`src/rtl/mips_pkg.sv`:
```
// Shared MIPS pipeline definitions: opcodes, ALU op classes and the control bundle
// that travels from ID through EX/MEM/WB.
package mips_pkg;

  localparam logic [5:0] OP_RTYPE = 6'b000000;
  localparam logic [5:0] OP_LW    = 6'b100011;
  localparam logic [5:0] OP_SW    = 6'b101011;
  localparam logic [5:0] OP_BEQ   = 6'b000100;
  localparam logic [5:0] OP_J     = 6'b000010;

  typedef enum logic [1:0] {
    ALU_ADD   = 2'b00,
    ALU_SUB   = 2'b01,
    ALU_FUNCT = 2'b10
  } alu_op_t;

  typedef struct packed {
    logic    reg_write;
    logic    mem_to_reg;
    logic    mem_read;
    logic    mem_write;
    logic    branch;
    logic    alu_src;
    logic    reg_dst;
    alu_op_t alu_op;
  } ctrl_t;

  typedef enum logic {
    RUN    = 1'b0,
    SQUASH = 1'b1
  } sq_state_t;

  // Raw opcode decode; the reg_write-to-$0 suppression is applied by the caller,
  // which knows the destination field.
  function automatic ctrl_t decode_ctrl(input logic [5:0] op);
    ctrl_t c;
    c = '0;
    case (op)
      OP_RTYPE: begin
        c.reg_dst   = 1'b1;
        c.reg_write = 1'b1;
        c.alu_op    = ALU_FUNCT;
      end
      OP_LW: begin
        c.alu_src    = 1'b1;
        c.mem_to_reg = 1'b1;
        c.reg_write  = 1'b1;
        c.mem_read   = 1'b1;
        c.alu_op     = ALU_ADD;
      end
      OP_SW: begin
        c.alu_src   = 1'b1;
        c.mem_write = 1'b1;
        c.alu_op    = ALU_ADD;
      end
      OP_BEQ: begin
        c.branch = 1'b1;
        c.alu_op = ALU_SUB;
      end
      default: c = '0;
    endcase
    return c;
  endfunction

  function automatic logic op_legal(input logic [5:0] op);
    return (op == OP_RTYPE) || (op == OP_LW) || (op == OP_SW) ||
           (op == OP_BEQ) || (op == OP_J);
  endfunction

endpackage

```
`src/rtl/reg_file.sv`:
```
// 32x32 register file: two combinational read ports with write-through bypass, one write port.
// $0 reads as zero; no backpressure, writes land on the rising edge.
module reg_file
  import mips_pkg::*;
#(
  parameter int RF_DEPTH = 32,
  parameter int DW       = 32,
  parameter int AW       = $clog2(RF_DEPTH)
) (
  input  logic          clk,
  input  logic          rst,
  input  logic [AW-1:0] ra1,
  input  logic [AW-1:0] ra2,
  output logic [DW-1:0] rd1,
  output logic [DW-1:0] rd2,
  input  logic          we,
  input  logic [AW-1:0] wa,
  input  logic [DW-1:0] wd
);

  logic [DW-1:0] regs [RF_DEPTH];

  always_ff @(posedge clk) begin
    if (rst) begin
      for (int i = 0; i < RF_DEPTH; i++) begin
        regs[i] <= '0;
      end
    end else if (we && (wa != '0)) begin
      regs[wa] <= wd;
    end
  end

  // Bypass lets ID see a value WB is writing in the same cycle.
  always_comb begin
    rd1 = regs[ra1];
    rd2 = regs[ra2];
    if (we && (wa == ra1)) rd1 = wd;
    if (we && (wa == ra2)) rd2 = wd;
    if (ra1 == '0) rd1 = '0;
    if (ra2 == '0) rd2 = '0;
  end

endmodule

```
`src/rtl/id_stage.sv`:
```
// MIPS decode stage: decode, register read, load-use stall, jump/branch squash; ID/EX latency 1 cycle.
// Stall holds IF for one cycle per load-use pair (only with ID_HAZARD_DETECT_EN defined).
module id_stage
  import mips_pkg::*;
#(
  parameter int RF_DEPTH = 32,
  parameter int DW       = 32
) (
  input  logic          clk,
  input  logic          rst,
  input  logic [31:0]   instr_in,
  input  logic [31:0]   pc_in,
  input  logic          flush_in,
  input  logic          wb_we,
  input  logic [4:0]    wb_addr,
  input  logic [DW-1:0] wb_data,
  output logic          jump,
  output logic [25:0]   jump_add,
  output logic          stall,
  output logic [31:0]   ex_pc,
  output logic [DW-1:0] ex_rs_data,
  output logic [DW-1:0] ex_rt_data,
  output logic [DW-1:0] ex_imm,
  output logic [4:0]    ex_rs,
  output logic [4:0]    ex_rt,
  output logic [4:0]    ex_rd,
  output logic          ex_reg_write,
  output logic          ex_mem_to_reg,
  output logic          ex_mem_read,
  output logic          ex_mem_write,
  output logic          ex_branch,
  output logic          ex_alu_src,
  output logic          ex_reg_dst,
  output logic [1:0]    ex_alu_op,
  output logic          illegal_op
);

  localparam int AW = $clog2(RF_DEPTH);

  logic [5:0]    opcode;
  logic [4:0]    rs;
  logic [4:0]    rt;
  logic [4:0]    rd;
  logic [4:0]    dest;
  logic [DW-1:0] rs_data;
  logic [DW-1:0] rt_data;
  ctrl_t         dec_ctrl;
  logic          dec_legal;
  logic          accept;
  ctrl_t         ex_ctrl;
  sq_state_t     state;

  assign opcode   = instr_in[31:26];
  assign rs       = instr_in[25:21];
  assign rt       = instr_in[20:16];
  assign rd       = instr_in[15:11];
  assign jump_add = instr_in[25:0];

  reg_file #(
    .RF_DEPTH (RF_DEPTH),
    .DW       (DW)
  ) u_reg_file (
    .clk (clk),
    .rst (rst),
    .ra1 (rs[AW-1:0]),
    .ra2 (rt[AW-1:0]),
    .rd1 (rs_data),
    .rd2 (rt_data),
    .we  (wb_we),
    .wa  (wb_addr[AW-1:0]),
    .wd  (wb_data)
  );

  always_comb begin
    dec_ctrl  = decode_ctrl(opcode);
    dec_legal = op_legal(opcode);
    dest      = dec_ctrl.reg_dst ? rd : rt;
    // Writes to $0 are dropped here so the all-zero word decodes as a NOP.
    if (dest == '0) dec_ctrl.reg_write = 1'b0;
  end

`ifdef ID_HAZARD_DETECT_EN
  logic uses_rt;
  assign uses_rt = (opcode == OP_RTYPE) || (opcode == OP_SW) || (opcode == OP_BEQ);
  assign stall   = !rst && (state == RUN) && !flush_in && ex_ctrl.mem_read &&
                   (ex_rt != '0) && ((ex_rt == rs) || (uses_rt && (ex_rt == rt)));
`else
  assign stall = 1'b0;
`endif

  // An instruction is only acted upon when nothing of higher priority kills it.
  assign accept = (state == RUN) && !flush_in && !stall;
  assign jump   = !rst && accept && (opcode == OP_J);

  always_ff @(posedge clk) begin
    if (rst) begin
      state <= RUN;
    end else if (flush_in) begin
      state <= SQUASH;
    end else if (state == SQUASH) begin
      state <= RUN;
    end else if (jump) begin
      state <= SQUASH;
    end else begin
      state <= RUN;
    end
  end

  always_ff @(posedge clk) begin
    if (rst) begin
      ex_ctrl    <= '0;
      ex_pc      <= '0;
      ex_rs_data <= '0;
      ex_rt_data <= '0;
      ex_imm     <= '0;
      ex_rs      <= '0;
      ex_rt      <= '0;
      ex_rd      <= '0;
      illegal_op <= 1'b0;
    end else begin
      ex_ctrl    <= accept ? dec_ctrl : '0;
      ex_pc      <= pc_in;
      ex_rs_data <= rs_data;
      ex_rt_data <= rt_data;
      ex_imm     <= {{(DW-16){instr_in[15]}}, instr_in[15:0]};
      ex_rs      <= rs;
      ex_rt      <= rt;
      ex_rd      <= rd;
      if (accept && !dec_legal) illegal_op <= 1'b1;
    end
  end

  assign ex_reg_write  = ex_ctrl.reg_write;
  assign ex_mem_to_reg = ex_ctrl.mem_to_reg;
  assign ex_mem_read   = ex_ctrl.mem_read;
  assign ex_mem_write  = ex_ctrl.mem_write;
  assign ex_branch     = ex_ctrl.branch;
  assign ex_alu_src    = ex_ctrl.alu_src;
  assign ex_reg_dst    = ex_ctrl.reg_dst;
  assign ex_alu_op     = ex_ctrl.alu_op;

endmodule

```
`config.mk`:
```
export PLATFORM = sky130hd
export DESIGN_NAME = id_stage
export DESIGN_NICKNAME = d
export VERILOG_FILES = /design/src/rtl/mips_pkg.sv /design/src/rtl/reg_file.sv /design/src/rtl/id_stage.sv
export SDC_FILE = /design/constraint.sdc
export NUM_CORES = 2
export LEC_CHECK = 0
export CORE_ASPECT_RATIO = 0.75
export CORE_UTILIZATION = 60
export CTS_BUF_LIST = sky130_fd_sc_hd__clkbuf_4 sky130_fd_sc_hd__clkbuf_8
export DETAILED_ROUTE_END_ITERATION = 6
export PLACE_DENSITY = 0.8
export SETUP_SLACK_MARGIN = 0.15
export SYNTH_ARGS = -nofsm -noshare
export SYNTH_HDL_FRONTEND = slang
export SYNTH_HIERARCHICAL = 1
export SYNTH_SLANG_ARGS = --single-unit
```
`constraint.sdc`:
```
create_clock -name clk -period 3.25 [get_ports clk]
set_clock_uncertainty 0.05 [all_clocks]
set_input_delay 0.325 -clock clk [delete_from_list [all_inputs] [get_ports clk]]
set_output_delay 0.325 -clock clk [all_outputs]
set_load 0.01 [all_outputs]
```
==> results.py <==
metrics = {
    "routing": {
        "detailroute.wirelength.met2_um": 88700,
        "detail_route.drc_violations": 3,
        "route.top_layer_used": "met5",
        "antenna_violating_nets_post_route": 0,
        "firstDrtPassIters": 7,
        "postRouteWirelength_um": 213000,
        "drt-wirelength-per-cell_um": 35.9,
        "dr_total_vias": 42708,
        "met3WireLength_um": 41100,
        "initialDrtViolationCount": 8383,
        "vias_per_cell": 7.21,
        "met1_length_um": 70000,
    },
    "cts": {
        "cts.reportedPaths.clkPinSlew_ns": 0.07,
        "cts_setup_buffers": 0,
        "clock-sinks": 1155,
        "clock_tree_from_tritoncts": "done",
        "post_cts_resized": 0,
        "clkLatencyLatePin_ns": 0.93,
        "htree_num_levels": 4,
        "ctsLongestPathBuffers": 3,
        "cts-buffers-inserted": 174,
        "library_cell_used_as_clock_root_buffer": "sky130_fd_sc_hd__clkbuf_8",
    },
    "timing": {
        "max_slew.worst_pin.slew_ns": 1.17,
        "holdWs_ns": 0.0966,
        "finalSetupTns_ns": 0,
        "final_hold_viol_count": 0,
        "min_period_over_period_pct": 92.5,
        "setup-violations-final": 0,
        "max_slew_margin_pct": 21.4,
        "rsz0062_at_grt": "no",
        "period_minus_slack_ns": 3.01,
        "maxSlewViolCount": 0,
        "finalWorstSetupSlack_ns": 0.244,
        "max_freq_ghz": 0.333,
    },
    "synth": {
        "post_synth_edffs": 1024,
        "avgSynthCellArea_um2": 14.4,
        "ys_seq_area_share_pct": 56.8,
        "synth_largest_type_area_fraction_pct": 52.4,
        "yosys-top-cells-area": "sky130_fd_sc_hd__edfxtp_1 (52%), sky130_fd_sc_hd__mux4_2 (15%), sky130_fd_sc_hd__and2_1 (11%), sky130_fd_sc_hd__mux2i_1 (4.8%), sky130_fd_sc_hd__dfxtp_1 (4.5%)",
        "yosysTopAreaCell": "sky130_fd_sc_hd__edfxtp_1",
        "post_synth_instance_area_mm2": 0.0587,
        "synth_cell_type_count": 60,
        "async_flop_share_pct": 0,
        "synth-main-ff-cell": "sky130_fd_sc_hd__edfxtp_1",
        "ys_seq_elements": 1155,
        "syn-instance-count": 4082,
        "synth.yosys.warnings": 6,
    },
    "run_status": {
        "violations": "DRC",
        "status": "complete, but fails checks",
    },
    "placed_design": {
        "place.port_buffers": 284,
        "placedInstanceArea_mm2": 0.0645,
        "routabilityCongestion": 0.961,
        "pre_cts_slack_ns": 0.00293,
        "dp_hpwl_um": 131000,
    },
    "pwr": {
        "max-vdd-ir-drop_uv": 480,
        "total_power_w": 0.0348,
        "power.density_mw_per_mm2": 506,
        "cellLeakagePower_nw": 24.8,
    },
    "final_layout": {
        "largest_register_ff_count": 1024,
        "post_route_cells_drive_above_1_share_pct": 24.1,
        "syn2layout_area_growth_pct": 16.9,
        "top_register": "u_reg_file/regs",
        "num-nets-final": 4567,
        "post-route-cell-area_mm2": 0.0687,
    },
    "floorplanning": {
        "start_util_pct": 61.1,
        "die_height_um": 273,
        "chipWidth_um": 363,
        "die_area_mm2": 0.0991,
        "placeableCoreArea_mm2": 0.0961,
        "rows": 98,
        "design.portCount": 286,
    },
    "global_route": {
        "track_usage_pct": 42.7,
        "grt-ovfl-total": 0,
        "grt_max_degree": 109,
        "global_route_wire_length_before_repair_um": 296000,
        "via_count_of_the_first_global_routing_pass": 41307,
        "number_of_antenna_violations_at_the_first_check_in_global_routing": 21,
    },
    "setup_path": {
        "cp.arrival_ns": 2.63,
        "worstSetupPathType": "input port to output port",
        "timing.critical_path.from_type": "input port",
        "critical_path_sink_type": "output port",
        "worst-endpoint-required_ns": 2.87,
        "critical_path_peak_fanout": 6,
    },
    "min_path": {
        "hold_path.class": "input port to flop",
    },
    "flow_run": {
        "cap_violations": 0,
    },
}
==> worst max-delay path, cell delays in order <==
cell and delay [ns]:
sky130_fd_sc_hd__dlygate4sd3_1 0.55, sky130_fd_sc_hd__clkdlybuf4s50_1 0.48, sky130_fd_sc_hd__nor3_2 0.41, sky130_fd_sc_hd__nand2_1 0.19
sky130_fd_sc_hd__nor2_1 0.14, sky130_fd_sc_hd__clkdlybuf4s50_1 0.55
==> what timing repair did <==
action | 4_1_cts | 5_1_grt
setup endpoints to repair | 0 | 1
hold endpoints to repair | 72 | 0
hold buffers | 56 | 0
==> cells in the mapped netlist (3+ instances only) <==
cell type and instances:
sky130_fd_sc_hd__edfxtp_1 1024, sky130_fd_sc_hd__and2_1 994, sky130_fd_sc_hd__mux4_2 388, sky130_fd_sc_hd__clkbuf_1 307
sky130_fd_sc_hd__mux2i_1 281, sky130_fd_sc_hd__a22oi_1 134, sky130_fd_sc_hd__dfxtp_1 131, sky130_fd_sc_hd__nor2b_1 127
sky130_fd_sc_hd__a21oi_1 78, sky130_fd_sc_hd__buf_2 77, sky130_fd_sc_hd__buf_4 72, sky130_fd_sc_hd__a22o_1 56
sky130_fd_sc_hd__nor2_1 47, sky130_fd_sc_hd__o221ai_1 42, sky130_fd_sc_hd__o22ai_1 41, sky130_fd_sc_hd__nand2_1 37
sky130_fd_sc_hd__or2_2 33, sky130_fd_sc_hd__a2111oi_0 24, sky130_fd_sc_hd__o221a_2 18, sky130_fd_sc_hd__buf_1 16
sky130_fd_sc_hd__a221o_1 13, sky130_fd_sc_hd__nand3_1 13, sky130_fd_sc_hd__o211ai_1 10, sky130_fd_sc_hd__o21ai_0 10
sky130_fd_sc_hd__xnor2_1 10, sky130_fd_sc_hd__a32oi_1 9, sky130_fd_sc_hd__a211oi_1 7, sky130_fd_sc_hd__a31oi_1 7
sky130_fd_sc_hd__buf_6 5, sky130_fd_sc_hd__inv_1 5, sky130_fd_sc_hd__mux2_2 5, sky130_fd_sc_hd__nand3b_1 5
sky130_fd_sc_hd__a221oi_1 4, sky130_fd_sc_hd__nand2b_1 4, sky130_fd_sc_hd__o2111ai_1 4, sky130_fd_sc_hd__o31ai_1 4
sky130_fd_sc_hd__o32ai_1 4, sky130_fd_sc_hd__nor3_1 3, sky130_fd_sc_hd__o22a_1 3, sky130_fd_sc_hd__or3b_2 3
==> cells by family (layout without fill, tap and decap cells) <==
group,Yosys count,after routing,share of synthesized area (%)
simple gates,1284,1284,13.4
flops,1155,1155,56.8
mux,674,674,19.8
buf+inv,482,980,3.77
compound gates,475,475,6.09
xor+xnor,10,10,0.149
other cells,2,49,0.0128
==> power by group <==
part	leakage (nW)	total, W	internal (W)	switching [W]
Combinational	12.1	0.00478	0.00212	0.00266
Sequential	10.8	0.0175	0.0170	0.000510
Clock	1.91	0.0125	0.00654	0.00595
==> per-stage QoR <==
stage / instances / utilization [%]
after detailed placement: 5530 / 67.1
after global placement: 5530 / 67.1
final: 5927 / 71.4
after global routing: 5916 / 71.4
after CTS: 5911 / 71.4
after floorplan: 4113 / -
==> worst paths after layout <==
kind                                               from             end  slack, ns  depth (start not counted)
worst max-delay path                           flush_in            jump       0.24                          6
worst min-delay path                       instr_in[28]    ex_alu_op[0]        0.1                          2
worst max register to register  u_reg_file/regs[13][23]  ex_rs_data[23]       0.65                          7
worst min register to register               illegal_op      illegal_op       0.48                          1
==> per-layer routing <==
metal  track usage (%)  vias to the layer above
met3              19.9                      884
met1              55.8                    20895
li1                  -                    16250
met4              24.3                       16
met2              58.7                     4663
met5                 0                        -
==> layout make-up <==
type | instances | area [um^2]
diodes | 16 | 40.0
fillers | 6185 | 27500
repair buffers | 650 | 6500
well taps | 1300 | 1630
multi-input cells | 2476 | 23500
flip-flops and latches | 1155 | 33400
clock inverters | 48 | 245
clock buffers | 277 | 3320
inverters | 5 | 18.8
==> cells in the final DEF, fill, tap and decap left out, drive strengths merged, types with 13 or more instances in the layout <==
| master | instances |
|---|---|
| edfxtp | 1024 |
| and2 | 996 |
| mux4 | 388 |
| buf | 319 |
| mux2i | 281 |
| clkbuf | 277 |
| clkdlybuf4s50 | 275 |
| a22oi | 134 |
| dfxtp | 131 |
| nor2b | 128 |
| a21oi | 78 |
| a22o | 56 |
| dlygate4sd3 | 56 |
| nor2 | 47 |
| o221ai | 42 |
| clkinv | 42 |
| o22ai | 41 |
| nand2 | 37 |
| conb | 33 |
| or2 | 33 |
| a2111oi | 24 |
| o221a | 18 |
| diode | 16 |
| nand3 | 13 |
| a221o | 13 |
Note: power is estimated with default switching activity, not from simulation.
